--- src/rtl/prl_rx_ack_seq.sv ---
// GoodCRC responder: dedups MessageIDs, waits the IFG, then requests the PHY TX within tTransmit.
// Latency: rx_new 1 cycle after rx_eop_ok, ack_req 1 cycle after the IFG elapses; holds GAP while line_busy, ack_req until tx_ack.
module prl_rx_ack_seq #(
  parameter int Tifg_TIMEOUT = 600,
  parameter int Ttrn_TIMEOUT = 2304,
  parameter int N_WIDTH      = 12
) (
  input  logic       clk,
  input  logic       srst,
  input  logic       soft_rst,
  input  logic       rx_eop_ok,
  input  logic [2:0] rx_msgid,
  input  logic       line_busy,
  input  logic       tx_ack,
  input  logic       tx_done,
  input  logic       tx_err,
  output logic       ack_req,
  output logic [2:0] ack_id,
  output logic       rx_new,
  output logic       ack_sent,
  output logic       ack_fail,
  output logic       busy
);

  localparam logic [N_WIDTH-1:0] TIFG = N_WIDTH'(Tifg_TIMEOUT);
  localparam logic [N_WIDTH-1:0] TTRN = N_WIDTH'(Ttrn_TIMEOUT);

  typedef enum logic [1:0] {IDLE, GAP, REQ, SEND} state_t;

  state_t             state, state_nxt;
  logic [N_WIDTH-1:0] timer, timer_nxt, timer_inc;
  logic [2:0]         ack_id_nxt;
  logic               id_vld, id_vld_nxt;
  logic               rx_new_nxt, ack_sent_nxt, ack_fail_nxt;
  logic               dup;

  // Saturate at the tTransmit limit so a stuck line can never wrap the timer.
  assign timer_inc = (timer >= TTRN) ? TTRN : timer + N_WIDTH'(1);
  assign dup       = id_vld && (rx_msgid == ack_id);
  assign ack_req   = (state == REQ);
  assign busy      = (state != IDLE);

  always_comb begin
    state_nxt    = state;
    timer_nxt    = timer;
    ack_id_nxt   = ack_id;
    id_vld_nxt   = id_vld;
    rx_new_nxt   = 1'b0;
    ack_sent_nxt = 1'b0;
    ack_fail_nxt = 1'b0;
    if (soft_rst) begin
      state_nxt  = IDLE;
      id_vld_nxt = 1'b0;
      timer_nxt  = '0;
    end else if (rx_eop_ok && state != SEND) begin
      // A new message supersedes any GoodCRC still waiting to go out.
      ack_id_nxt = rx_msgid;
      id_vld_nxt = 1'b1;
      timer_nxt  = '0;
      state_nxt  = GAP;
      rx_new_nxt = !dup;
    end else begin
      case (state)
        GAP: begin
          timer_nxt = timer_inc;
          if (timer >= TTRN) begin
            state_nxt    = IDLE;
            ack_fail_nxt = 1'b1;
          end else if (timer >= TIFG && !line_busy) begin
            state_nxt = REQ;
          end
        end
        REQ: begin
          timer_nxt = timer_inc;
          if (tx_ack) begin
            state_nxt = SEND;
          end else if (timer >= TTRN) begin
            state_nxt    = IDLE;
            ack_fail_nxt = 1'b1;
          end
        end
        SEND: begin
          if (tx_done) begin
            state_nxt    = IDLE;
            ack_sent_nxt = 1'b1;
          end else if (tx_err) begin
            state_nxt    = IDLE;
            ack_fail_nxt = 1'b1;
          end
        end
        default: state_nxt = IDLE;
      endcase
    end
  end

  always_ff @(posedge clk) begin
    if (srst) begin
      state    <= IDLE;
      timer    <= '0;
      ack_id   <= 3'd0;
      id_vld   <= 1'b0;
      rx_new   <= 1'b0;
      ack_sent <= 1'b0;
      ack_fail <= 1'b0;
    end else begin
      state    <= state_nxt;
      timer    <= timer_nxt;
      ack_id   <= ack_id_nxt;
      id_vld   <= id_vld_nxt;
      rx_new   <= rx_new_nxt;
      ack_sent <= ack_sent_nxt;
      ack_fail <= ack_fail_nxt;
    end
  end

endmodule
--- config.mk ---
export PLATFORM = sky130hd
export DESIGN_NAME = prl_rx_ack_seq
export DESIGN_NICKNAME = d
export VERILOG_FILES = /design/src/rtl/prl_rx_ack_seq.sv
export SDC_FILE = /design/constraint.sdc
export NUM_CORES = 1
export LEC_CHECK = 0
export ABC_AREA = 1
export CAP_MARGIN = 10
export CELL_PAD_IN_SITES_DETAIL_PLACEMENT = 0
export CELL_PAD_IN_SITES_GLOBAL_PLACEMENT = 2
export CORE_ASPECT_RATIO = 1.5
export CORE_MARGIN = 2
export CORE_UTILIZATION = 26
export DETAILED_ROUTE_END_ITERATION = 10
export PLACE_DENSITY_LB_ADDON = 0.1
export SYNTH_ARGS = -nofsm -noshare
export SYNTH_HDL_FRONTEND = slang
export SYNTH_SLANG_ARGS = --single-unit
--- constraint.sdc ---
create_clock -name clk -period 1.7 [get_ports clk]
set_input_delay 0.34 -clock clk [delete_from_list [all_inputs] [get_ports clk]]
set_output_delay 0.34 -clock clk [all_outputs]
set_load 0.01 [all_outputs]
# Yosys cells after proc, flatten, opt, wreduce, memory -nomap -nowiden
# Cells that the tools add are included.
[classes] add_sub_neg=1 n_lt_le_gt_ge=2 eq_ne=11 muxes=15 n_bitwise=3 reduce_logical=14
[op_table] cell="$add A12 B1 Y12 const B" count=1
[op_table] cell="$ge A12 B10 Y1 const B" count=1
[op_table] cell="$ge A12 B12 Y1 const B" count=1
[op_table] cell="$mux W12" count=1
[op_table] cell="$mux W2" count=6
[op_table] cell="$ne A4 B4 Y1 const B" count=2
[op_table] cell="$mux W1" count=6
[op_table] cell="$ne A3 B3 Y1 const B" count=2
[op_table] cell="$pmux W2 S3" count=1
[op_table] cell="$reduce_and A3 Y1" count=2
[op_table] cell="$reduce_or A3 Y1" count=2
[op_table] cell="$eq A2 B2 Y1 const B" count=2
[op_table] cell="$ne A4 B2 Y1 const B" count=1
[op_table] cell="$reduce_or A2 Y1" count=2
[op_table] cell="$reduce_or A4 Y1" count=1
[op_table] cell="$eq A3 B3 Y1" count=1
[op_table] cell="$logic_and A1 B1 Y1" count=3
[op_table] cell="$ne A3 B2 Y1 const B" count=1
[op_table] cell="$not A1 Y1" count=3
[op_table] cell="$pmux W1 S3" count=1
[op_table] cell="$eq A2 B1 Y1 const B" count=1
[op_table] cell="$logic_not A1 Y1" count=2
[op_table] cell="$ne A2 B2 Y1 const B" count=1
[op_table] cell="$reduce_and A2 Y1" count=1
[op_table] cell="$reduce_bool A2 Y1" count=1
[word_totals] regBits=21 in_bits=11 output_inout_bits=8 elab_cells=54

# Longest topological paths before layout
[logic_depth] depth_word=6 mapped_depth=13 mapped_depth_nobuf=13

# Worst setup path before layout
# OpenSTA, ideal clock, no wires.
[synth_path] path_type="register to register" startpoint="register state[0]" endpoint="register timer[11]" setup_time_ps=109 arrival_time_ps=1578 required_ps=1591 setup_slack_ps=14 stages_incl_launch_ff=14 n_path_buf=0 synth_period_minus_slack_ps=1686 path_cell_list="dfxtp_1 -> inv_1 -> ha_1 -> inv_2 -> nor2_4 -> nand2_2 -> nor2_4 -> nand2_2 -> nor2_4 -> nand2_1 -> nand2_1 -> nand3_1 -> nand2_1 -> inv_1"
[synth_between] elab_chain_len=3 word_cells_on_any_way=6 cone_classes="eq/ne (3); reduce/logical (3)"
[synth_lines] element="start: declaration" line_no="30" source="state_t state, state_nxt;"
[synth_lines] element="start signal: assignment" line_no="106" source="state <= state_nxt;"
[synth_lines] element="$ne A2 B2 Y1" line_no="55" source="end else if (rx_eop_ok && state != SEND) begin"
[synth_lines] element="$logic_and A1 B1 Y1" line_no="55"
[synth_lines] element="$reduce_or A3 Y1 (no line)"
[synth_lines] element="end signal: assignment" line_no="107" source="timer <= timer_nxt;"
[synth_lines] element="end: declaration" line_no="31" source="logic [N_WIDTH-1:0] timer, timer_nxt, timer_inc;"
# Parallel ways exist; a longest one is shown, timed or not.
# A chain may end at the register's enable or synchronous reset.

# Final worst setup path
[layout_path] startpoint="register state[0]" endpoint="output port ack_req"
[layout_between] elab_chain_len=1
[layout_lines] element="$eq A2 B2 Y1" line_no="40" source="assign ack_req = (state == REQ);"
[layout_lines] element="end: declaration" line_no="17" source="output logic ack_req,"
# No other way between the ends.

==> results_dict.tcl <==
set metrics [dict create \
    cpLargestDelayFamily "buffers and inverters" \
    post_dr_wirelength_cell_um 11.0 \
    remaining_global_route_overflow 0 \
    maxCapViolCount 0 \
    grt_use_met1 0.137 \
    place_inst 245 \
    power.leakage_uw 0.000714 \
    cts_inserted_buffers 3 \
    vdd.ir_drop.worst_mv 0.282 \
    yosys.cell_count.top_type "sky130_fd_sc_hd__nand2_1" \
    worstHoldEndpoint "ack_id[1]" \
    final_hold_viol_count 0 \
    ports_placed_on_the_boundary 19 \
    mappedNetlistNets 187 \
    drt_wl_total_mm 2.75 \
    critical_path_class "flop to output pin" \
    syn_avg_cell_area_um2 7.08 \
    fin_cells 250 \
    synth.ff_latch_count 21 \
    dp_hpwl_mm 2.26 \
    yosys.area.top_type_share 0.354 \
    clock_sink_count 21 \
    cts_htree_levels 1 \
    fmaxAchievable_ghz 0.613 \
    clock_network_latency_to_the_later_pin_of_the_worst_skew_pair_ns 0.26 \
    slowest_stage "sky130_fd_sc_hd__dfxtp_2" \
    grtUsageMet2 0.229 \
    largest_incremental_delay_on_the_critical_path_ns 0.34 \
    grt.met3_usage 0.0149 \
    synth_cell_type_count 28 \
    grt_pass1_wl_mm 4.91 \
    port-buffer-count 18 \
    ant_nets 0 \
    vias 1111 \
    clk_pin_slew_ns 0.08 \
    starting_density 0.266 \
    report.power.total_uw 954 \
    ys_seq_area_frac 0.354 \
    setup_viol 0 \
    timing.critical_path.arrival_ns 1.29 \
    drv_slew 0 \
    ys_dominant_reg_cell "sky130_fd_sc_hd__dfxtp_1" \
    tritoncts "built" \
    holdBufCountCts 0 \
    cellPowerDensity_mw_per_mm2 602 \
    die-area_mm2 0.00514 \
    drt_first_iter_violations 27 \
    core-area_mm2 0.00447 \
    globalRoute.busiestLayer "met2" \
    critPathLaunchType "flop" \
    grt_pass1_vias 1187 \
    globalRouteTotalUtil 0.123 \
    area.sequential_um2 423 \
    regToRegSetupSlack_ns 0.15 \
    footprint_of_the_multi_input_gates_um2 661 \
    iteration_count_of_the_initial_detailed_routing_pass 4 \
    critical_path_required_ns 1.36 \
    fin_crit_ns 1.63 \
    post-route-drc-count 0 \
    postLayoutCoreUtil 0.355 \
    clk_root_buffer_cell "sky130_fd_sc_hd__clkbuf_8" \
    post_synth_edffs 0 \
    timing.rr.start "state[1]" \
    timing.final.crit_share 0.959 \
    row_count 30 \
    ctsLongestPathBuffers 2 \
    r2r-end "timer[11]" \
    worst_setup_path_startpoint "state[0]" \
    die_w_um 59.2 \
    rsz0062_at_grt "true" \
    ys_warn_count 0 \
    routed_via_density 4.44 \
    cp-end-kind "output pin" \
    final.setup_skew_ns 0.00437 \
    timing.slew.headroom 0.812 \
    grt_max_degree 13 \
    grt_antenna_before_repair 0 \
    crit_chain "inv_2, buf_4, ha_1, dlygate4sd2_1" \
    hold_path_depth 2 \
    worst_pin_slew_ns 0.281 \
    holdCritPathClass "flop to flop" \
    synth.area.top_cells "sky130_fd_sc_hd__dfxtp_1, sky130_fd_sc_hd__nand2_1, sky130_fd_sc_hd__inv_1" \
    layout-drive-gt1-share 0.178 \
    filler_cells 498 \
    critPathBufInv 3 \
    dieHeight_um 86.8 \
    syn_inst 168 \
    status "finished, final reports clean" \
    routabilityCongestion 0.747 \
    finalNetCount 222 \
    insertedDiodeCount 0 \
    synth_commonest_cells "sky130_fd_sc_hd__nand2_1, sky130_fd_sc_hd__inv_1, sky130_fd_sc_hd__dfxtp_1" \
    ff2ff_path_depth 13 \
    post-synth-top-area-cell "sky130_fd_sc_hd__dfxtp_1" \
    syn_area_mm2 0.00119 \
    asyncSetResetFlopFracSynth 0 \
    worstHoldStart "ack_id[1]" \
    synthToLayoutAreaGrowth_pct 33.3 \
    critical_path_peak_fanout 3 \
]
[worst min-delay path: cells and delay by family, from the launching register on]
family,cells,cell delay (ns)
buffers and inverters,1,0.05
flip-flops,1,0.34
AO/OA/AOI/OAI,1,0.05
[through the flow]
step | setup TNS, ns | hold WS [ns] | setup slack [ns] | instance area, um2
6_report | 0 | 0.477 | 0.0692 | 1580
5_1_grt | -0.0394 | 0.526 | -0.0394 | 1580
4_1_cts | 0 | 0.481 | 0.00481 | 1560
3_5_place_dp | -0.0985 | 0.468 | -0.0581 | 1520
3_3_place_gp | -0.0814 | 0.458 | -0.0409 | 1520
2_1_floorplan | 0 | 0.418 | 0.0136 | 1190
[state kept, by name, indices dropped and copies added, names as in the netlist]
signal and count:
timer 12, ack_fail 1, state 2, ack_sent 1, ack_id 3, id_vld 1, rx_new 1
[worst max path at each step]
stage	depth (start not counted)	slack [ns]	to
2_1_floorplan	13	0.01	timer[11]
3_3_place_gp	7	-0.04	timer[10]
3_5_place_dp	7	-0.06	timer[7]
4_1_cts	13	0.005	timer[11]
5_1_grt	13	-0.04	timer[11]
6_report	4	0.07	ack_req
[logic make-up after synthesis]
group | Yosys count | synth area share
flip-flops | 21 | 0.354
buffers and inverters | 32 | 0.101
AO/OA/AOI/OAI | 21 | 0.104
XOR/XNOR | 4 | 0.0295
AND/OR/NAND/NOR | 82 | 0.327
adder cells (fa/ha/maj) | 8 | 0.0842
[layer usage]
layer,vias up,part of all wire
li1,592,-
met1,504,0.42
met2,13,0.55
met3,2,0.025
met4,0,0.0098
met5,-,0
[power by group]
part | switching [uW] | internal [uW] | total (uW)
sequential | 5.27 | 501 | 506
combinational | 55.6 | 63.9 | 119
clock | 166 | 163 | 329
[final cells by class]
cell class,instances,area share
multi-input combinational,115,0.417
clock buffer,3,0.0261
timing repair buffer,31,0.174
tap,48,0.0379
sequential,21,0.267
clock inverter,1,0.00316
inverter,31,0.0750
[repair_timing]
item	4_1_cts	5_1_grt
pin swaps	0	4
setup buffers	0	1
gates resized for setup	3	6
endpoints found under the setup margin	3	5
[cell usage in the layout (no fill, tap or decap), types with 2 or more instances in the layout]
cell	synthesis	layout
sky130_fd_sc_hd__nor3_1	3	3
sky130_fd_sc_hd__clkdlybuf4s50_1	0	16
sky130_fd_sc_hd__clkbuf_8	0	3
sky130_fd_sc_hd__o21ai_0	3	3
sky130_fd_sc_hd__dfxtp_2	0	2
sky130_fd_sc_hd__nand2_1	32	32
sky130_fd_sc_hd__dfxtp_1	21	19
sky130_fd_sc_hd__a21oi_1	11	11
sky130_fd_sc_hd__inv_2	3	4
sky130_fd_sc_hd__nand4_1	2	2
sky130_fd_sc_hd__xnor2_1	2	2
sky130_fd_sc_hd__dlygate4sd2_1	0	2
sky130_fd_sc_hd__nand3_1	12	12
sky130_fd_sc_hd__xor2_1	2	2
sky130_fd_sc_hd__nor2_2	2	2
sky130_fd_sc_hd__nor2_1	20	20
sky130_fd_sc_hd__ha_1	8	7
sky130_fd_sc_hd__nand2_2	3	3
sky130_fd_sc_hd__inv_1	28	26
sky130_fd_sc_hd__buf_4	0	13
sky130_fd_sc_hd__nor3b_1	2	2
sky130_fd_sc_hd__nor2_4	3	3
(Power assumes the default switching activity.)
